<file path="src/rtl/calc_arbiter.sv">
// calc_arbiter: grants one of two keyIn requesters ownership of a shared
// calculator, forwards its beats, and returns the result or a timeout.
module calc_arbiter #(
  parameter int TIMEOUT = 16
) (
  input  logic        ck,
  input  logic        rst,
  input  logic        r0_valid,
  input  logic [19:0] r0_data,
  output logic        r0_ready,
  input  logic        r1_valid,
  input  logic [19:0] r1_data,
  output logic        r1_ready,
  output logic        calc_valid,
  output logic [19:0] calc_data,
  input  logic [15:0] calc_result,
  input  logic        calc_stackOverflow,
  input  logic        calc_unexpectedDone,
  input  logic        calc_protocolError,
  input  logic        calc_dataOverflow,
  input  logic        calc_finished,
  output logic        resp_valid,
  input  logic        resp_ready,
  output logic        resp_id,
  output logic [15:0] resp_result,
  output logic [4:0]  resp_err,
  output logic        drop
);

  localparam logic [3:0] OP_START = 4'h1;
  localparam logic [3:0] OP_DONE  = 4'h8;
  localparam int TLIM = (TIMEOUT > 255) ? 255 : TIMEOUT;

  typedef enum logic [1:0] {
    S_IDLE,
    S_OWN,
    S_WAIT,
    S_RESP
  } state_t;

  state_t      r_state;
  state_t      w_next;
  logic        r_owner;
  logic        r_last;
  logic [7:0]  r_timer;
  logic        r_calc_valid;
  logic [19:0] r_calc_data;
  logic        r_drop;
  logic        r_resp_id;
  logic [15:0] r_resp_result;
  logic [4:0]  r_resp_err;

  logic        w_st0;
  logic        w_st1;
  logic        w_gnt0;
  logic        w_gnt1;
  logic        w_fwd;
  logic [19:0] w_fwd_data;
  logic        w_drop;
  logic        w_grant;
  logic        w_gid;
  logic        w_cap;
  logic        w_tmo;
  logic        w_exp;

  assign w_st0 = r0_valid && (r0_data[19:16] == OP_START);
  assign w_st1 = r1_valid && (r1_data[19:16] == OP_START);
  // r_last names the requester granted most recently; a tie goes to the other
  assign w_gnt0 = w_st0 && (!w_st1 || r_last);
  assign w_gnt1 = w_st1 && (!w_st0 || !r_last);
  assign w_exp = (int'(r_timer) + 1) >= TLIM;

  always_ff @(posedge ck) begin
    if (rst) r_state <= S_IDLE;
    else     r_state <= w_next;
  end

  always_comb begin
    w_next     = r_state;
    r0_ready   = 1'b0;
    r1_ready   = 1'b0;
    w_fwd      = 1'b0;
    w_fwd_data = r0_data;
    w_drop     = 1'b0;
    w_grant    = 1'b0;
    w_gid      = 1'b0;
    w_cap      = 1'b0;
    w_tmo      = 1'b0;
    unique case (r_state)
      S_IDLE: begin
        r0_ready = r0_valid && (!w_st0 || w_gnt0);
        r1_ready = r1_valid && (!w_st1 || w_gnt1);
        w_drop = (r0_valid && !w_st0) || (r1_valid && !w_st1);
        if (w_gnt0 || w_gnt1) begin
          w_next     = S_OWN;
          w_fwd      = 1'b1;
          w_grant    = 1'b1;
          w_gid      = w_gnt1;
          w_fwd_data = w_gnt1 ? r1_data : r0_data;
        end
      end
      S_OWN: begin
        r0_ready   = !r_owner;
        r1_ready   = r_owner;
        w_fwd      = r_owner ? r1_valid : r0_valid;
        w_fwd_data = r_owner ? r1_data : r0_data;
        if (w_fwd && (w_fwd_data[19:16] == OP_DONE)) w_next = S_WAIT;
      end
      S_WAIT: begin
        if (calc_finished) begin
          w_cap  = 1'b1;
          w_next = S_RESP;
        end else if (w_exp) begin
          w_tmo  = 1'b1;
          w_next = S_RESP;
        end
      end
      S_RESP: begin
        if (resp_ready) w_next = S_IDLE;
      end
      default: w_next = S_IDLE;
    endcase
  end

  always_ff @(posedge ck) begin
    if (rst) begin
      r_owner       <= 1'b0;
      r_last        <= 1'b1;
      r_timer       <= 8'd0;
      r_calc_valid  <= 1'b0;
      r_calc_data   <= 20'd0;
      r_drop        <= 1'b0;
      r_resp_id     <= 1'b0;
      r_resp_result <= 16'd0;
      r_resp_err    <= 5'd0;
    end else begin
      r_calc_valid <= w_fwd;
      r_drop       <= w_drop;
      if (w_fwd) r_calc_data <= w_fwd_data;
      if (w_grant) begin
        r_owner <= w_gid;
        r_last  <= w_gid;
      end
      if (r_state != S_WAIT)   r_timer <= 8'd0;
      else if (r_timer != 8'hFF) r_timer <= r_timer + 8'd1;
      if (w_cap) begin
        r_resp_id     <= r_owner;
        r_resp_result <= calc_result;
        r_resp_err    <= {1'b0, calc_stackOverflow, calc_unexpectedDone,
                          calc_protocolError, calc_dataOverflow};
      end else if (w_tmo) begin
        r_resp_id     <= r_owner;
        r_resp_result <= 16'd0;
        r_resp_err    <= 5'b10000;
      end
    end
  end

  assign calc_valid  = r_calc_valid;
  assign calc_data   = r_calc_data;
  assign drop        = r_drop;
  assign resp_valid  = (r_state == S_RESP);
  assign resp_id     = r_resp_id;
  assign resp_result = r_resp_result;
  assign resp_err    = r_resp_err;

endmodule

</file>
<file path="config.mk">
export PLATFORM = sky130hd
export DESIGN_NAME = calc_arbiter
export DESIGN_NICKNAME = d
export VERILOG_FILES = /design/src/rtl/calc_arbiter.sv
export SDC_FILE = /design/constraint.sdc
export NUM_CORES = 1
export LEC_CHECK = 0
export ABC_AREA = 1
export BUFFER_PORTS_ARGS = -buffer_cell sky130_fd_sc_hd__buf_4
export CAP_MARGIN = 5
export CORE_MARGIN = 2
export CORE_UTILIZATION = 40
export CTS_CLUSTER_DIAMETER = 60
export DETAILED_ROUTE_END_ITERATION = 8
export PLACE_DENSITY = 0.73
export SLEW_MARGIN = 10
export SYNTH_ARGS = -nofsm -noshare
export SYNTH_HDL_FRONTEND = slang
export SYNTH_SLANG_ARGS = --single-unit
</file>
<file path="constraint.sdc">
create_clock -name ck -period 4.9 [get_ports ck]
set_input_delay 0.245 -clock ck [delete_from_list [all_inputs] [get_ports ck]]
set_output_delay 0.245 -clock ck [all_outputs]
set_load 0.01 [all_outputs]
</file>
Word level (Yosys, flattened, before mapping)
Cells that the tools add are included.

operators by class
  add/subtract/negate cells = 2
  order comparisons = 1
  equality and inequality tests = 12
  muxes and demuxes = 29
  bitwise operators = 1
  reduce and logical (&&, ||, !) cells = 25

operators by type and width
  cell                 count
  $mux 20              3
  $pmux 20 s2          1
  $mux 16              2
  $mux 1               12
  $mux 2               5
  $add 8x1->9 const B  1
  $ge 9x5->1 const B   1
  $logic_and 1x1->1    9
  $add 8x1->8 const B  1
  $eq 4x1->1 const B   2
  $mux 4               2
  $ne 8x8->1 const B   1
  $pmux 2 s4           1
  $logic_or 1x1->1     6
  $ne 2x2->1 const B   3
  $pmux 1 s2           3
  $reduce_or 2->1      3
  $eq 2x2->1 const B   2
  $eq 4x4->1 const B   1
  $logic_not 1->1      4
  $reduce_and 4->1     1
  $ne 3x3->1 const B   1
  $eq 2x1->1 const B   1
  $logic_not 2->1      1
  other kinds (3)      3

word-level totals
  bits in registers = 56
  output and inout port bits = 47

Longest topological paths before layout
Gate-level depths: netlist (run 1).

  depth after elaboration = 8
  depth in mapped cells = 13
  mapped depth without buffers = 12

Worst setup path after synthesis (run 1)
Ideal clock, no wire load.

  path kind = reg-to-reg
  start point = reg r_state[0]
  end point = reg r_calc_data[10] (netlist: calc_data[10])
  library setup time = 0.120 ns
  arrival time = 1.555 ns
  required time = 4.780 ns
  path slack = 3.226 ns
  cell stages (with the launch flop) = 9
  buffers on the path = 2
  path through = dfxtp_1 inv_1 ha_1 clkbuf_1 nor2_2 clkbuf_1 nor2_1 a21oi_1 a21oi_1

on the way
  cells in the longest elaborated chain, start to end = 2
  elaborated cells between the ends (all ways) = 4
  those cells by class = eq/ne: 1; mux: 2; reduce/logical: 1

RTL lines
  item                                                  RTL line  source
  start, declared                                       41        state_t r_state;
  start signal, assigned                                75        else r_state <= w_next;
  $eq 2x1->1 / $logic_not 2->1 (equally long branches)  89        unique case (r_state)
  $pmux 20 s2 / $pmux 1 s2 (equally long branches)      89
  end signal, assigned                                  139       if (w_fwd) r_calc_data <= w_fwd_data;
  end, declared                                         47        logic [19:0] r_calc_data;

Several ways; a longest one is shown, not always the timed one.
A chain may end at the register's enable or synchronous reset.

Worst setup path in the final report (run 1)
  start point = reg r_state[0]
  end point = reg r_calc_data[5] (netlist: calc_data[5])

Same word-level chain as after synthesis.

==> impl_metrics.ini, run 1 <==
[run_status]
status = completed

[synthesis]
synthArstFlopShare = 0
yosys.area.top_type = dfxtp_1
synth-simple-area-share = 0.281
synth_top_area_frac = 0.381
syn_nets = 470
yosysUniqueCellTypes = 29
synth_top_family_by_area = simple AND/OR/NAND/NOR gates
synthXorXnorAreaFrac = 0.00595
ys.flop_type = dfxtp_1
synth.top_cells.by_area = dfxtp_1, nand2_1, a21oi_1
synth_edf_count = 0
syn_area_per_cell_um2 = 7.38
syn_inst = 399
synthAdderAreaFrac = 0.0212
yosys_warnings = 0
synth-seq-cells = 56
synthMuxAreaShare = 0
yosysSeqAreaShare = 0.381
syn-cell-area_um2 = 2950
synth-compound-area-share = 0.203

[floorplan]
core_area_um2 = 7180
rows = 31
initial_core_util = 0.410
die_w_um = 89.8
dieArea_um2 = 8070
die_h_um = 89.8
ioPinCount = 113

[placement]
gp_congestion = 0.941
hpwl_mm = 5.42
dp.cells = 590
numPortBuffers = 112
post-place-ws_ns = 2.64
post_dp_cell_area_um2 = 3770

[power]
finalPower_w = 0.00136
power_density_nw_per_um2 = 353
leakage_nw = 1.83
peakVddDrop_v = 0.000114

[critical_path]
crit_fanout = 22
cp-start-kind = flip-flop
arrival_ns = 2.39
worst-setup-path-type = reg2reg
slowest_delay_ns = 0.56
crit_buf_inv = 2
critPathCaptureType = flip-flop
crit_chain = inv_1 -> ha_1 -> nand2_1 -> nand2_1 -> inv_2 -> a21oi_1 -> a21oi_1
crit_path_top_delay_cell = nand2_1
required_ns = 5.11
cp_top_family = simple AND/OR/NAND/NOR gates

[layout]
nets = 569
area_delta_synth_final_pct = 31.1
design_area_um2 = 3860
fill_cells = 723
instances_no_fill = 598
drive_gt1_frac = 0.359
n_antenna_cell = 0

[drt]
drt_wl_total_mm = 7.46
wl_met2_mm = 3.52
wl_met3_um = 563
vias_per_cell = 4.84
wl_per_cell_um = 12.5
drtAntennaViolNets = 0
drt-met1-wl_mm = 3.31
via_count = 2895
first_pass_iters = 4
top_layer_used = met4
drc = 0
drt_iter0_drc = 86

[global_routing]
grt_pass1_wl_mm = 12.8
track_usage = 0.186
grt_antenna_before_repair = 0
grt_pass1_vias = 2766
grt_max_degree = 29
grt.overflow.total = 0

[clocking]
ctsRootBufferMaster = clkbuf_8
ctsHtreeMaxLevel = 2
cts_tree = done
clock_path_buffers = 2
clkSinkCount = 56
clk_pin_slew_worst_paths_ns = 0.11
numCtsBuffers = 5
cts.repair.resized = 0
clock_latency_ns = 0.31
postCtsHoldBufs = 0
cts_setup_buffers = 0

[min_path]
hold_class = in2reg

[timing]
fin_crit_sh = 0.445
fin_setup_tns_ns = 0
slew_headroom = 0.516
setup_viol_count_final = 0
fmax_ghz = 0.459
worst_slew_pin_slew_ns = 0.724
layout_min_cycle_time_ns = 2.18
fin_skew_ns = 0.00847
slew_violations = 0
fin_ws_ns = 2.72
hold_viol = 0
rsz0062_at_grt = false

[job]
max_cap_violations = 0
-- per-layer routing --
layer  up-vias  global-route usage
met4         0              0.0526
li1       1489                   -
met2       102               0.323
met5         -                   0
met3         4              0.0520
met1      1300               0.228
-- state kept, by name, summed over array words and instances (netlist names) --
| signal | count |
|---|---|
| r_last | 1 |
| drop | 1 |
| r_timer | 8 |
| resp_result | 16 |
| resp_err | 5 |
| calc_valid | 1 |
| r_owner | 1 |
| r_state | 2 |
| calc_data | 20 |
| resp_id | 1 |
-- worst paths after layout --
kind	from	to	slack (ns)	depth (start not counted)
hold / removal	r0_data[9]	calc_data[9]$_SDFFE_PP0P_	0.18	3
setup reg to reg	r_state[0]$_SDFFE_PP0P_	calc_data[5]$_SDFFE_PP0P_	2.72	7
hold reg to reg	resp_result[0]$_SDFFE_PP0P_	resp_result[0]$_SDFFE_PP0P_	0.48	2
setup / recovery	r_state[0]$_SDFFE_PP0P_	calc_data[5]$_SDFFE_PP0P_	2.72	7
-- power breakdown --
part | internal [W] | total, W | switching (W)
clock network | 0.000102 | 0.000256 | 0.000154
registers | 0.000519 | 0.000562 | 0.0000426
logic | 0.000220 | 0.000546 | 0.000326
total | 0.000842 | 0.00136 | 0.000522
-- logic make-up (layout without fill, tap and decap cells) --
| family | count (synthesis) | in the layout |
|---|---|---|
| buf+inv | 68 | 168 |
| flops | 56 | 56 |
| simple gates | 167 | 167 |
| compound gates | 101 | 101 |
| fa+ha+maj | 5 | 5 |
| xor+xnor | 2 | 2 |
-- area by class of cell --
cell class | count | area (um^2) | area share
timing repair buffer | 113 | 848 | 0.220
sequential | 56 | 1120 | 0.290
clock buffer | 6 | 72.6 | 0.0188
clock inverter | 2 | 16.3 | 0.00421
tap | 99 | 124 | 0.0321
inverter | 47 | 176 | 0.0457
multi-input combinational | 275 | 1500 | 0.389
-- cells in the mapped netlist (7+ instances only) --
| library cell | instances |
|---|---|
| nand2_1 | 79 |
| dfxtp_1 | 56 |
| a21oi_1 | 46 |
| inv_1 | 41 |
| nor2_1 | 36 |
| nand3_2 | 21 |
| o21ai_1 | 21 |
| a21oi_2 | 20 |
| nand3_1 | 17 |
| clkbuf_1 | 8 |
| o21ai_0 | 8 |
| buf_2 | 7 |
-- worst reg2reg max path, delay by kind of cell, from the launching register on --
family | cells | cell delay (ns)
buf+inv | 2 | 0.41
flops | 1 | 0.35
compound gates | 2 | 0.30
fa+ha+maj | 1 | 0.33
simple gates | 2 | 0.69
-- stage by stage --
step                utilization  hold WS, ns
CTS                       0.538        0.172
detailed placement        0.526        0.468
global route              0.538        0.175
floorplan                     -        0.392
finish                    0.538        0.183
global placement          0.526        0.463
-- cells in the final DEF, fill, tap and decap left out, types with 2 or more instances in the layout --
cell        n
buf_4     113
nand2_1    79
dfxtp_1    56
a21oi_1    46
inv_1      41
nor2_1     36
nand3_2    21
o21ai_1    21
a21oi_2    20
nand3_1    17
o21ai_0     8
inv_2       6
nor2_2      5
ha_1        5
clkbuf_8    5
nand2_2     4
o211ai_1    3
nor3_1      2
nand2_4     2
Power figures use the tool's default switching activity.
==> run 2: changes to the inputs <==
clock period = 2.2 ns   (was 4.9 ns; I/O delays follow)
==> run 2 against run 1 <==
Net effect: cell count grew 0.50%; largest cell class unchanged; worst setup slack lost 2.4 ns; first-iteration DRC count shrank 16%; sequential cell count is the same; sequential share of layout area shrank 0.33 points.
==> impl_metrics.ini, run 2 (synthesis gave the netlist of run 1 again) <==
[run_status]
status = completed

[critical_path]
worst-setup-path-type = reg2out
arrival_ns = 1.76
cp_top_family = buffers and inverters
crit_fanout = 8
cp_common_cell = inv_1
crit_buf_inv = 3
crit_chain = inv_1 -> ha_1 -> inv_1 -> o32ai_1 -> buf_4
required_ns = 2.09
cp-start-kind = flip-flop
slowest_delay_ns = 0.35
critPathCaptureType = output pin
crit_path_top_delay_cell = dfxtp_1

[floorplan]
core_area_um2 = 7180
die_h_um = 89.8
dieArea_um2 = 8070
initial_core_util = 0.410
rows = 31
ioPinCount = 113
die_w_um = 89.8

[job]
max_cap_violations = 0

[global_routing]
grt_pass1_vias = 2629
grt.overflow.total = 0
grt_antenna_before_repair = 0
grt_max_degree = 29
grt_pass1_wl_mm = 12.3
track_usage = 0.182

[drt]
drc = 0
via_count = 2907
drt_wl_total_mm = 7.44
first_pass_iters = 4
vias_per_cell = 4.84
wl_per_cell_um = 12.4
drt_iter0_drc = 72
drtAntennaViolNets = 0

[clocking]
ctsRootBufferMaster = clkbuf_8
clkSinkCount = 56
clock_path_buffers = 2
numCtsBuffers = 5
ctsHtreeMaxLevel = 2
postCtsHoldBufs = 0
clock_latency_ns = 0.30
cts.repair.resized = 0
cts_tree = done
cts_setup_buffers = 0
clk_pin_slew_worst_paths_ns = 0.10

[timing]
fin_skew_ns = 0.00311
slew_violations = 0
hold_viol = 0
slew_headroom = 0.567
worst_slew_pin_slew_ns = 0.649
layout_min_cycle_time_ns = 1.87
fmax_ghz = 0.536
fin_setup_tns_ns = 0
rsz0062_at_grt = false
fin_crit_sh = 0.848
holdWs_ns = 0.0527
setup_viol_count_final = 0

[min_path]
hold_class = in2reg

[placement]
numPortBuffers = 112
hpwl_mm = 5.55
post_dp_cell_area_um2 = 3800
gp_congestion = 0.884

[power]
peakVddDrop_v = 0.000307
power_density_nw_per_um2 = 812
leakage_nw = 1.86
finalPower_w = 0.00317

[layout]
design_area_um2 = 3910
largest_reg_flops = 20
final_common_cell = buf_4
final_cell_mix = buf_4, nand2_1, dfxtp_1
drive_gt1_frac = 0.363
nets = 572
n_antenna_cell = 0
area_delta_synth_final_pct = 32.7
fin_util = 0.545
[run 2: changes by cell type in the layout (fill, tap and decap cells not counted), sizes merged]
cell	delta
buf	+3
inv	+1
clkinvlp	-1
bufinv	+1
clkinv	-1
[run 2: path summary, 6_finish.rpt]
kind | start | to | slack, ns | cells after the start
max reg2reg | r_timer[0]$_SDFFE_PP0N_ | resp_id$_SDFFE_PP0P_ | 0.37 | 11
max | r_state[0]$_SDFFE_PP0P_ | r0_ready | 0.33 | 5
min | r0_data[10] | calc_data[10]$_SDFFE_PP0P_ | 0.05 | 3
min reg2reg | resp_result[5]$_SDFFE_PP0P_ | resp_result[5]$_SDFFE_PP0P_ | 0.48 | 2
[run 2: layout make-up]
class                   instances  area [um^2]
clock inverters                 2         38.8
fillers                       703         3270
inverters                      47          176
well taps                      99          124
flip-flops and latches         56         1120
multi-input cells             275         1500
repair buffers                116          871
clock buffers                   6         72.6
[run 2: through the flow]
stage / cells / worst slack (ns)
2_1_floorplan: 399 / 0.526
3_3_place_gp: 593 / 0.457
3_5_place_dp: 593 / 0.385
4_1_cts: 601 / 0.343
5_1_grt: 601 / 0.160
6_report: 601 / 0.334
[run 2: metal layers]
| layer | up-vias | wire, um | track usage |
|---|---|---|---|
| met5 | - | 0 | 0 |
| met4 | 0 | 69 | 0.0423 |
| met2 | 99 | 3500 | 0.313 |
| li1 | 1500 | - | - |
| met1 | 1304 | 3300 | 0.224 |
| met3 | 4 | 566 | 0.0578 |
[run 2: power breakdown]
part           switching, W  internal [W]  total (W)  leakage (nW)
Clock              0.000336      0.000345   0.000681        0.0558
Sequential        0.0000867       0.00116    0.00124         0.454
Combinational      0.000733      0.000519    0.00125          1.35
[run 2: worst reg2reg max path: stages (launching register included)]
cell and delay [ns]:
dfxtp_1 0.36, ha_1 0.22, nand2_1 0.13, nor2_2 0.08
nand2_4 0.11, nand3_2 0.12, nor2_4 0.13, nand2_2 0.08
nand2_4 0.27, nand3_1 0.12, nand2_1 0.08, nor2_1 0.05
==> run 3: changes to the inputs <==
PLACE_DENSITY = 0.76   (was 0.73)
clock period = 1.7 ns   (was 2.2 ns; I/O delays follow)
==> run 3 against run 2 <==
Net effect: combinational power rose by 45%; clock power is 73% higher; first-iteration DRC count up 68%; cell area up 9.3%; sequential share of layout area down 2.2 points; sequential cell count unchanged; critical path type is now reg2reg; critical endpoint is now resp_result[4]$_SDFFE_PP0P_.
==> impl_metrics.ini, run 3 (synthesis gave the netlist of run 1 again) <==
[layout]
n_antenna_cell = 0
design_area_um2 = 4270
final_common_cell = buf_4
area_delta_synth_final_pct = 44.9
final_cell_mix = buf_4, nand2_1, dfxtp_1
largest_reg_flops = 20
drive_gt1_frac = 0.427
nets = 587

[run_status]
status = completed

[floorplan]
die_h_um = 89.8
dieArea_um2 = 8070
rows = 31
initial_core_util = 0.410
core_area_um2 = 7180
die_w_um = 89.8
ioPinCount = 113

[min_path]
hold_class = in2reg
holdCritStartpoint = r0_data[2]

[critical_path]
required_ns = 1.95
r2r-start = r_timer[1]$_SDFFE_PP0N_
worst-setup-path-type = reg2reg
crit_fanout = 6
cp-start-kind = flip-flop
critPathCaptureType = flip-flop
arrival_ns = 1.90
critPathLaunch = r_timer[1]$_SDFFE_PP0N_

[timing]
hold_viol = 0
rsz0062_at_grt = true
setup_viol_count_final = 0
fin_skew_ns = 0.00687
slew_headroom = 0.556
slew_violations = 0
fin_setup_tns_ns = 0
fmax_ghz = 0.605
layout_min_cycle_time_ns = 1.65
fin_crit_sh = 0.972
worst_slew_pin_slew_ns = 0.666

[clocking]
clkSinkCount = 56
cts_tree = done
clock_latency_ns = 0.31
clock_path_buffers = 2
numCtsBuffers = 5
ctsHtreeMaxLevel = 2
clk_pin_slew_worst_paths_ns = 0.11
ctsRootBufferMaster = clkbuf_8

[drt]
via_count = 3054
wl_per_cell_um = 13.7
drc = 0
first_pass_iters = 4
drt_iter0_drc = 121
vias_per_cell = 4.96
drtAntennaViolNets = 0
drt_wl_total_mm = 8.46

[placement]
gp_congestion = 0.897
hpwl_mm = 5.74
post_dp_cell_area_um2 = 3870
numPortBuffers = 112

[power]
comb_power_share = 0.392
switchingPower_w = 0.00161
leakage_nw = 1.99
pwr-share-seq = 0.352
peakVddDrop_v = 0.000439
clockPowerShare = 0.257
p_int_w = 0.00300
switching_share = 0.350
power_density_nw_per_um2 = 1080

[global_routing]
grt_pass1_wl_mm = 12.8
grt_antenna_before_repair = 0
grt_pass1_vias = 2843
grt.overflow.total = 0
track_usage = 0.189
grt_max_degree = 27

[job]
max_cap_violations = 0
==> run 3: final timing paths <==
kind,end,slack (ns),cells after the start
max,resp_result[4]$_SDFFE_PP0P_,0.05,12
min,calc_data[2]$_SDFFE_PP0P_,0.02,3
max reg2reg,resp_result[4]$_SDFFE_PP0P_,0.05,12
min reg2reg,resp_err[3]$_SDFFE_PP0P_,0.48,2
==> run 3: routing by layer <==
metal | GRT usage | part of all wire | up-vias
li1 | - | - | 1534
met1 | 0.225 | 0.43 | 1390
met2 | 0.332 | 0.48 | 118
met3 | 0.0528 | 0.074 | 12
met4 | 0.0603 | 0.016 | 0
met5 | 0 | 0 | -
==> run 3: area by class of cell <==
cell class                 count  area [um^2]
tap                           99          124
clock buffer                   5         68.8
timing repair inverter         3         22.5
multi-input combinational    275         1610
timing repair buffer         128         1030
fill                         656         2910
inverter                      47          185
clock inverter                 3         90.1
sequential                    56         1130
==> run 3: timing repair <==
action,in CTS,in global routing
pin swaps,0,10
buffers inserted,0,2
endpoints found under the setup margin,26,45
gates resized for setup,4,38
gates cloned,0,6
hold buffers,0,0
==> run 3: stage by stage <==
| step | total power (W) | util | instances | setup WS, ns | hold slack (ns) |
|---|---|---|---|---|---|
| after floorplan | 0.00264 | - | 399 | 0.0257 | 0.232 |
| after global placement | 0.00328 | 0.540 | 600 | 0.0361 | 0.355 |
| after detailed placement | 0.00331 | 0.540 | 600 | -0.00356 | 0.359 |
| after CTS | 0.00452 | 0.563 | 608 | -0.0125 | 0.0174 |
| after global routing | 0.00489 | 0.595 | 616 | -0.0708 | 0.0142 |
| final | 0.00462 | 0.595 | 616 | 0.0473 | 0.0231 |
==> run 3: critical path, stage by stage (launching register included) <==
cell and delay [ns]:
dfxtp_4 0.40, ha_4 0.15, nand2_4 0.06, inv_4 0.07
nand3_2 0.07, nand2_2 0.07, nand2_2 0.06, nor2_4 0.12
nand2_2 0.08, nand2_4 0.14, clkbuf_16 0.17, nand3_4 0.06
a21oi_2 0.13
==> run 3: power groups by stage <==
stage / clock [W] / sequential, W / combinational [W]
after floorplan: 0 / 0.00170 / 0.000941
after global placement: 0 / 0.00163 / 0.00165
after detailed placement: 0 / 0.00164 / 0.00168
after CTS: 0.00122 / 0.00161 / 0.00170
after global routing: 0.00125 / 0.00164 / 0.00199
final: 0.00118 / 0.00162 / 0.00181
